<file path="src/rtl/fetch_unit.sv">
// fetch_unit: single-issue instruction fetch with a one-entry output register and HLT stop.
// Defining FETCH_TIMEOUT_EN adds a stuck-fetch timeout that raises imem_err and halts.
module fetch_unit (
    input  logic        clk,
    input  logic        rst_n,
    input  logic        stall,
    input  logic        redirect,
    input  logic [15:0] redirect_pc,
    input  logic        imem_ack,
    input  logic [15:0] imem_data,
    output logic        imem_req,
    output logic [15:0] imem_addr,
    output logic [15:0] pc,
    output logic [15:0] instr_out,
    output logic [15:0] pc_next_out,
    output logic        valid_out,
    output logic        hlt,
    output logic        imem_err
);
    typedef enum logic {FETCH, HALTED} state_t;
    state_t      r_state, w_state_nxt;
    logic [15:0] r_pc, r_instr, r_pc_next, w_pc_inc;
    logic        r_valid, w_accept, w_timeout;

    assign imem_req  = rst_n && r_state == FETCH && !redirect && !(r_valid && stall);
    assign w_accept  = imem_req && imem_ack;
    assign w_pc_inc  = r_pc + 16'd2;

`ifdef FETCH_TIMEOUT_EN
    logic [7:0] r_cnt;
    logic       r_err;
    assign w_timeout = imem_req && !imem_ack && r_cnt == 8'hFF;
    always_ff @(posedge clk or negedge rst_n) begin
        if (!rst_n) begin
            r_cnt <= 8'd0;
            r_err <= 1'b0;
        end else begin
            r_cnt <= (imem_req && !imem_ack && !w_timeout) ? r_cnt + 8'd1 : 8'd0;
            if (w_timeout) r_err <= 1'b1;
        end
    end
    assign imem_err = r_err;
`else
    assign w_timeout = 1'b0;
    assign imem_err  = 1'b0;
`endif

    // redirect outranks both halt causes
    always_comb begin
        w_state_nxt = r_state;
        if (redirect) w_state_nxt = FETCH;
        else if ((w_accept && imem_data[15:12] == 4'hF) || w_timeout) w_state_nxt = HALTED;
    end

    always_ff @(posedge clk or negedge rst_n) begin
        if (!rst_n) r_state <= FETCH;
        else        r_state <= w_state_nxt;
    end

    always_ff @(posedge clk or negedge rst_n) begin
        if (!rst_n) begin
            r_pc      <= 16'h0000;
            r_instr   <= 16'h0000;
            r_pc_next <= 16'h0000;
            r_valid   <= 1'b0;
        end else if (redirect) begin
            r_pc    <= {redirect_pc[15:1], 1'b0};
            r_valid <= 1'b0;
        end else if (w_accept) begin
            r_pc      <= w_pc_inc;
            r_instr   <= imem_data;
            r_pc_next <= w_pc_inc;
            r_valid   <= 1'b1;
        end else if (!stall) begin
            r_valid <= 1'b0;
        end
    end

    assign imem_addr   = r_pc;
    assign pc          = r_pc;
    assign instr_out   = r_instr;
    assign pc_next_out = r_pc_next;
    assign valid_out   = r_valid;
    assign hlt         = r_state == HALTED;
endmodule
</file>
<file path="config.mk">
export PLATFORM = sky130hd
export DESIGN_NAME = fetch_unit
export DESIGN_NICKNAME = d
export VERILOG_FILES = /design/src/rtl/fetch_unit.sv
export SDC_FILE = /design/constraint.sdc
export NUM_CORES = 1
export LEC_CHECK = 0
export CAP_MARGIN = 20
export CORE_ASPECT_RATIO = 1.4
export CORE_UTILIZATION = 25
export CTS_CLUSTER_SIZE = 10
export DETAILED_ROUTE_END_ITERATION = 10
export SLEW_MARGIN = 20
export SYNTH_ARGS = -nofsm -noshare
export SYNTH_HDL_FRONTEND = slang
export SYNTH_SLANG_ARGS = --single-unit
</file>
<file path="constraint.sdc">
create_clock -name clk -period 2.65 [get_ports clk]
set_input_delay 0.795 -clock clk [delete_from_list [all_inputs] [get_ports clk]]
set_output_delay 0.795 -clock clk [all_outputs]
set_load 0.02 [all_outputs]
</file>
Word-level counts from Yosys, hierarchy flattened. Cells that the tools add are included.

Memory bits (read-only): 0. Bits in writable memories: 0. Register bits: 50. Memories: 0. Word-level logic and storage cells: 28. Bits in latches: 0. Input bits: 37. Output and inout port bits: 68.

Div/mod/pow operators: 0. Multiply operators: 0. Bitwise gates (word level): 2. Mux-type cells: 7. Eq/ne operators: 2. Reductions and logical operators: 11. Order comparisons: 0. $add $sub $neg: 1. Shift operators: 0.

Operators with widths (count): $mux W16 (2); $add A16 B2 Y16 const B (1); $logic_and A1 B1 Y1 (6); $mux W1 (5); $eq A4 B4 Y1 const B (1); $reduce_bool A2 Y1 (2); $ne A3 B1 Y1 const B (1); $logic_not A1 Y1 (2); $not A1 Y1 (2); $reduce_and A2 Y1 (1).

Longest topological paths before layout.
Depth in word-level cells: 8. Mapped depth: 6. Gate-level depth less buffers: 5.

Least setup slack after synthesis. No wires, ideal clock.

Kind: input -> output. Start: in redirect. End: out imem_req. Data required time: 1.855 ns. Setup slack: 0.170 ns. Path buffers: 2. Cell stages on the path: 3. Data arrival time: 1.685 ns. Cells stage by stage: clkbuf_1 -> clkbuf_1 -> nor3_1.

Cells in the longest elaborated chain, start to end: 3.

RTL lines: from (decl) (RTL line 7) `input logic redirect,`; $logic_not A1 Y1 (RTL line 25) `assign imem_req = rst_n && r_state == FETCH && !redirect && !(r_valid && stall);`; $logic_and A1 B1 Y1 (2 in a row) (RTL line 25); to (decl) (RTL line 11) `output logic imem_req,`.

No other way between the ends.

Worst setup path after layout.
Start: in stall. End: out imem_req.

Cells in the longest elaborated chain, start to end: 3.

RTL lines: from (decl) (RTL line 6) `input logic stall,`; $logic_and A1 B1 Y1 (RTL line 25); $logic_not A1 Y1 (RTL line 25); $logic_and A1 B1 Y1 (RTL line 25).

No other way between the ends.

==> impl_metrics.csv <==
group,metric,value,unit
run_status,status,"finished clean",
job,maxCapViolCount,0,
placed_design,dp_cells,490,
timing,clock.fmax,0.3895,GHz
cells_and_area,layout_common_cells,"clkdlybuf4s50_1 (97), nand2_1 (77), dfrtp_1 (48), o21ai_0 (19)",
worst_setup_path,start_kind,"input pin",
synth,synthesis.area,2456,sq um
power_and_ir_drop,fin_total_pwr,2.340,mW
worst_setup_path,setup.worst_path.class,"input pin to output pin",
worst_hold_path,hold_path_depth,2,
worst_setup_path,crit_path_max_fanout,2,
worst_hold_path,worstHoldEndpoint,"instr_out[10]",
detailed_routing,routed_via_density,4.450,
cells_and_area,layout.nets,403,
timing,setup_violations,0,
worst_hold_path,hold_start,"instr_out[10]",
placed_design,place_area,3506,sq um
synth,syn_area_per_cell,8.931,sq um
timing,setup_ws,0.08243,ns
cts,clk_latency,0.29,ns
timing,worst_slew_pin_slew,0.6193,ns
grt,grt_pass1_vias,2236,
timing,finalCritPeriodShare,0.9689,
timing,finClkSkew,0.006919,ns
cells_and_area,area_growth_syn_to_layout,48.90,%
worst_setup_path,regToRegStartpoint,"imem_addr[1]",
cts,clkTransAtPathRegs,0.07,ns
cells_and_area,num_antenna_cells,0,
floorplanning,die_area,10230,sq um
timing,maxSlewHeadroom,0.5871,
worst_setup_path,r2r_setup_slack,0.72,ns
synth,ys_ff_latch,48,
floorplanning,start_util,0.2582,
synth,synth_cell_types,37,
floorplanning,die_w,85.77,um
floorplanning,ios,105,
power_and_ir_drop,p_leak,1.531,nW
detailed_routing,initialDrtViolationCount,72,
worst_hold_path,min_path_type,"register to register",
power_and_ir_drop,p_comb_frac,0.316,
detailed_routing,drt-total-wl,6754,um
floorplanning,die_h,119.3,um
cells_and_area,fin_cells,498,
timing,final_max_slew_viol_count,0,
power_and_ir_drop,ir_drop,276.9,uV
grt,antenna_found_initial,0,
grt,grt_max_degree,49,
placed_design,portBuffers,99,
grt,grt_pass1_wl,11270,um
cts,cts_sinks,48,
power_and_ir_drop,clkPwrFrac,0.278,
detailed_routing,drt-wirelength-per-cell,13.56,um
floorplanning,core-area,9512,sq um
timing,rsz0062_at_grt,"no",
placed_design,dp_slack,-0.3735,ns
cts,cts_max_level,2,
synth,synthTopCellsByArea,"dfrtp_1 (49%), nand2_1 (12%), buf_4 (6.1%)",
cells_and_area,n_fill_cell,999,
worst_setup_path,required,1.86,ns
grt,grt_usage,0.1398,
synth,async_flop_share,1.000,
cells_and_area,drive_gt1_frac,0.07650,
cts,clockBufferDepth,2,
floorplanning,rows,42,
placed_design,dp_hpwl,5076,um
worst_setup_path,rr_worst_depth,5,
worst_setup_path,endpoint_kind,"output pin",
detailed_routing,vias,2216,
timing,period_minus_slack,2.568,ns
cts,postCtsSetupBuffers,0,
timing,setup-tns-final,0,ns
cells_and_area,mostFrequentLayoutCell,"clkdlybuf4s50_1",
synth,ys_seq_area_frac,0.4890,
cells_and_area,stdcell_area,3657,sq um
grt,grt-ovfl-total,0,
worst_setup_path,critical_path_arrival,1.77,ns
placed_design,gp_congestion,0.7865,
cts,cts_root_buf,"clkbuf_16",
power_and_ir_drop,switching_share,0.3210,
synth,synth_cells,275,
power_and_ir_drop,powerDensity,639.9,nW/um^2
power_and_ir_drop,p_int,1.589,mW
cts,cts_buffers,5,
timing,timing_hold_violations_final,0,
detailed_routing,dr.pass1.iters,4,
worst_setup_path,reg2reg_to,"imem_addr[13]",
detailed_routing,drtAntennaViolNets,0,
power_and_ir_drop,netSwitchingPower,0.7513,mW
cts,cts_tree,"done",
synth,synth_warnings,0,
synth,synth_top_cell_by_area,"dfrtp_1",
synth,synth_ff_type,"dfrtp_1",
detailed_routing,drcViolationCount,0,
synth,synth_edf_count,0,
synth,yosysTopAreaCellShare,0.4890,
power_and_ir_drop,power.share.sequential,0.406,
-- timing repair --
action	in CTS	in global routing
gates resized for setup	5	1
pin swaps	0	0
hold buffers	0	0
setup endpoints to repair	1	1
-- cells by family (layout without fill, tap and decap cells) --
family                     after synthesis  in the layout  synth area share
muxes                                    2              2          0.008660
DFF                                     48             48            0.4890
and+or+nand+nor                        135            135            0.2603
buffers and inverters                   35            123           0.09017
AOI/OAI and AO/OA                       38             38           0.09170
adders and majority gates                1              1          0.005093
xor gates and xnor gates                15             15           0.05349
other                                    1              4          0.001527
-- state kept, by name, summed over array words and instances, names as in the netlist --
| signal | count |
|---|---|
| hlt | 1 |
| imem_addr | 15 |
| instr_out | 16 |
| pc_next_out | 15 |
| valid_out | 1 |
-- layout make-up --
| cell class | instances | area [sq um] | area share |
|---|---|---|---|
| clock buffer | 6 | 138.9 | 0.03797 |
| inverter | 3 | 11.26 | 0.003079 |
| timing repair buffer | 112 | 1081 | 0.2956 |
| multi-input combinational | 195 | 1045 | 0.2857 |
| tap | 132 | 165.2 | 0.04516 |
| clock inverter | 2 | 15.01 | 0.004105 |
| sequential | 48 | 1201 | 0.3284 |
-- worst max path at each step --
stage,slack [ns],start,end,cells past startpoint
3_5_place_dp,-0.37,stall,imem_req,4
3_3_place_gp,-0.37,stall,imem_req,4
5_1_grt,0.006,stall,imem_req,4
2_1_floorplan,0.17,redirect,imem_req,3
6_report,0.08,stall,imem_req,4
4_1_cts,0.07,stall,imem_req,4
-- Yosys cell counts, types with 2 or more instances --
master	n
nor3_1	5
o31ai_1	5
buf_4	20
nand2b_1	3
dfrtp_1	48
nor2b_1	2
xnor2_1	10
o21ai_0	19
nand2_1	77
inv_1	3
clkbuf_1	8
or4_1	8
a31oi_1	6
and4_1	2
o211ai_1	5
buf_2	2
nand4_1	6
and3_1	2
a21oi_1	2
xor2_1	5
nor2_1	8
nand3_1	14
-- power by group through the flow --
stage	Sequential (mW)	Combinational (mW)	Clock (mW)
floorplan	1.09	0.239	0
global placement	0.960	0.742	0
detailed placement	0.967	0.749	0
CTS	0.956	0.750	0.674
global route	0.972	0.798	0.701
finish	0.951	0.739	0.650
-- layer usage --
layer	vias to the layer above	track usage	share of wire
met5	-	0	0
met4	0	0.03958	0.016
met3	7	0.03326	0.051
met2	68	0.2420	0.51
met1	1042	0.1712	0.42
li1	1099	-	-
-- metrics by stage --
step / util / hold WS (ns)
finish: 0.3845 / 0.4748
global placement: 0.3686 / 0.4576
floorplan: - / 0.4994
global route: 0.3845 / 0.4989
detailed placement: 0.3686 / 0.4621
CTS: 0.3842 / 0.4802
-- critical path, cell delays in order --
cell             delay, ns
clkdlybuf4s50_1       0.41
and2_1                0.15
nor3_1                0.22
buf_4                 0.19
Power figures use the tool's default switching activity.
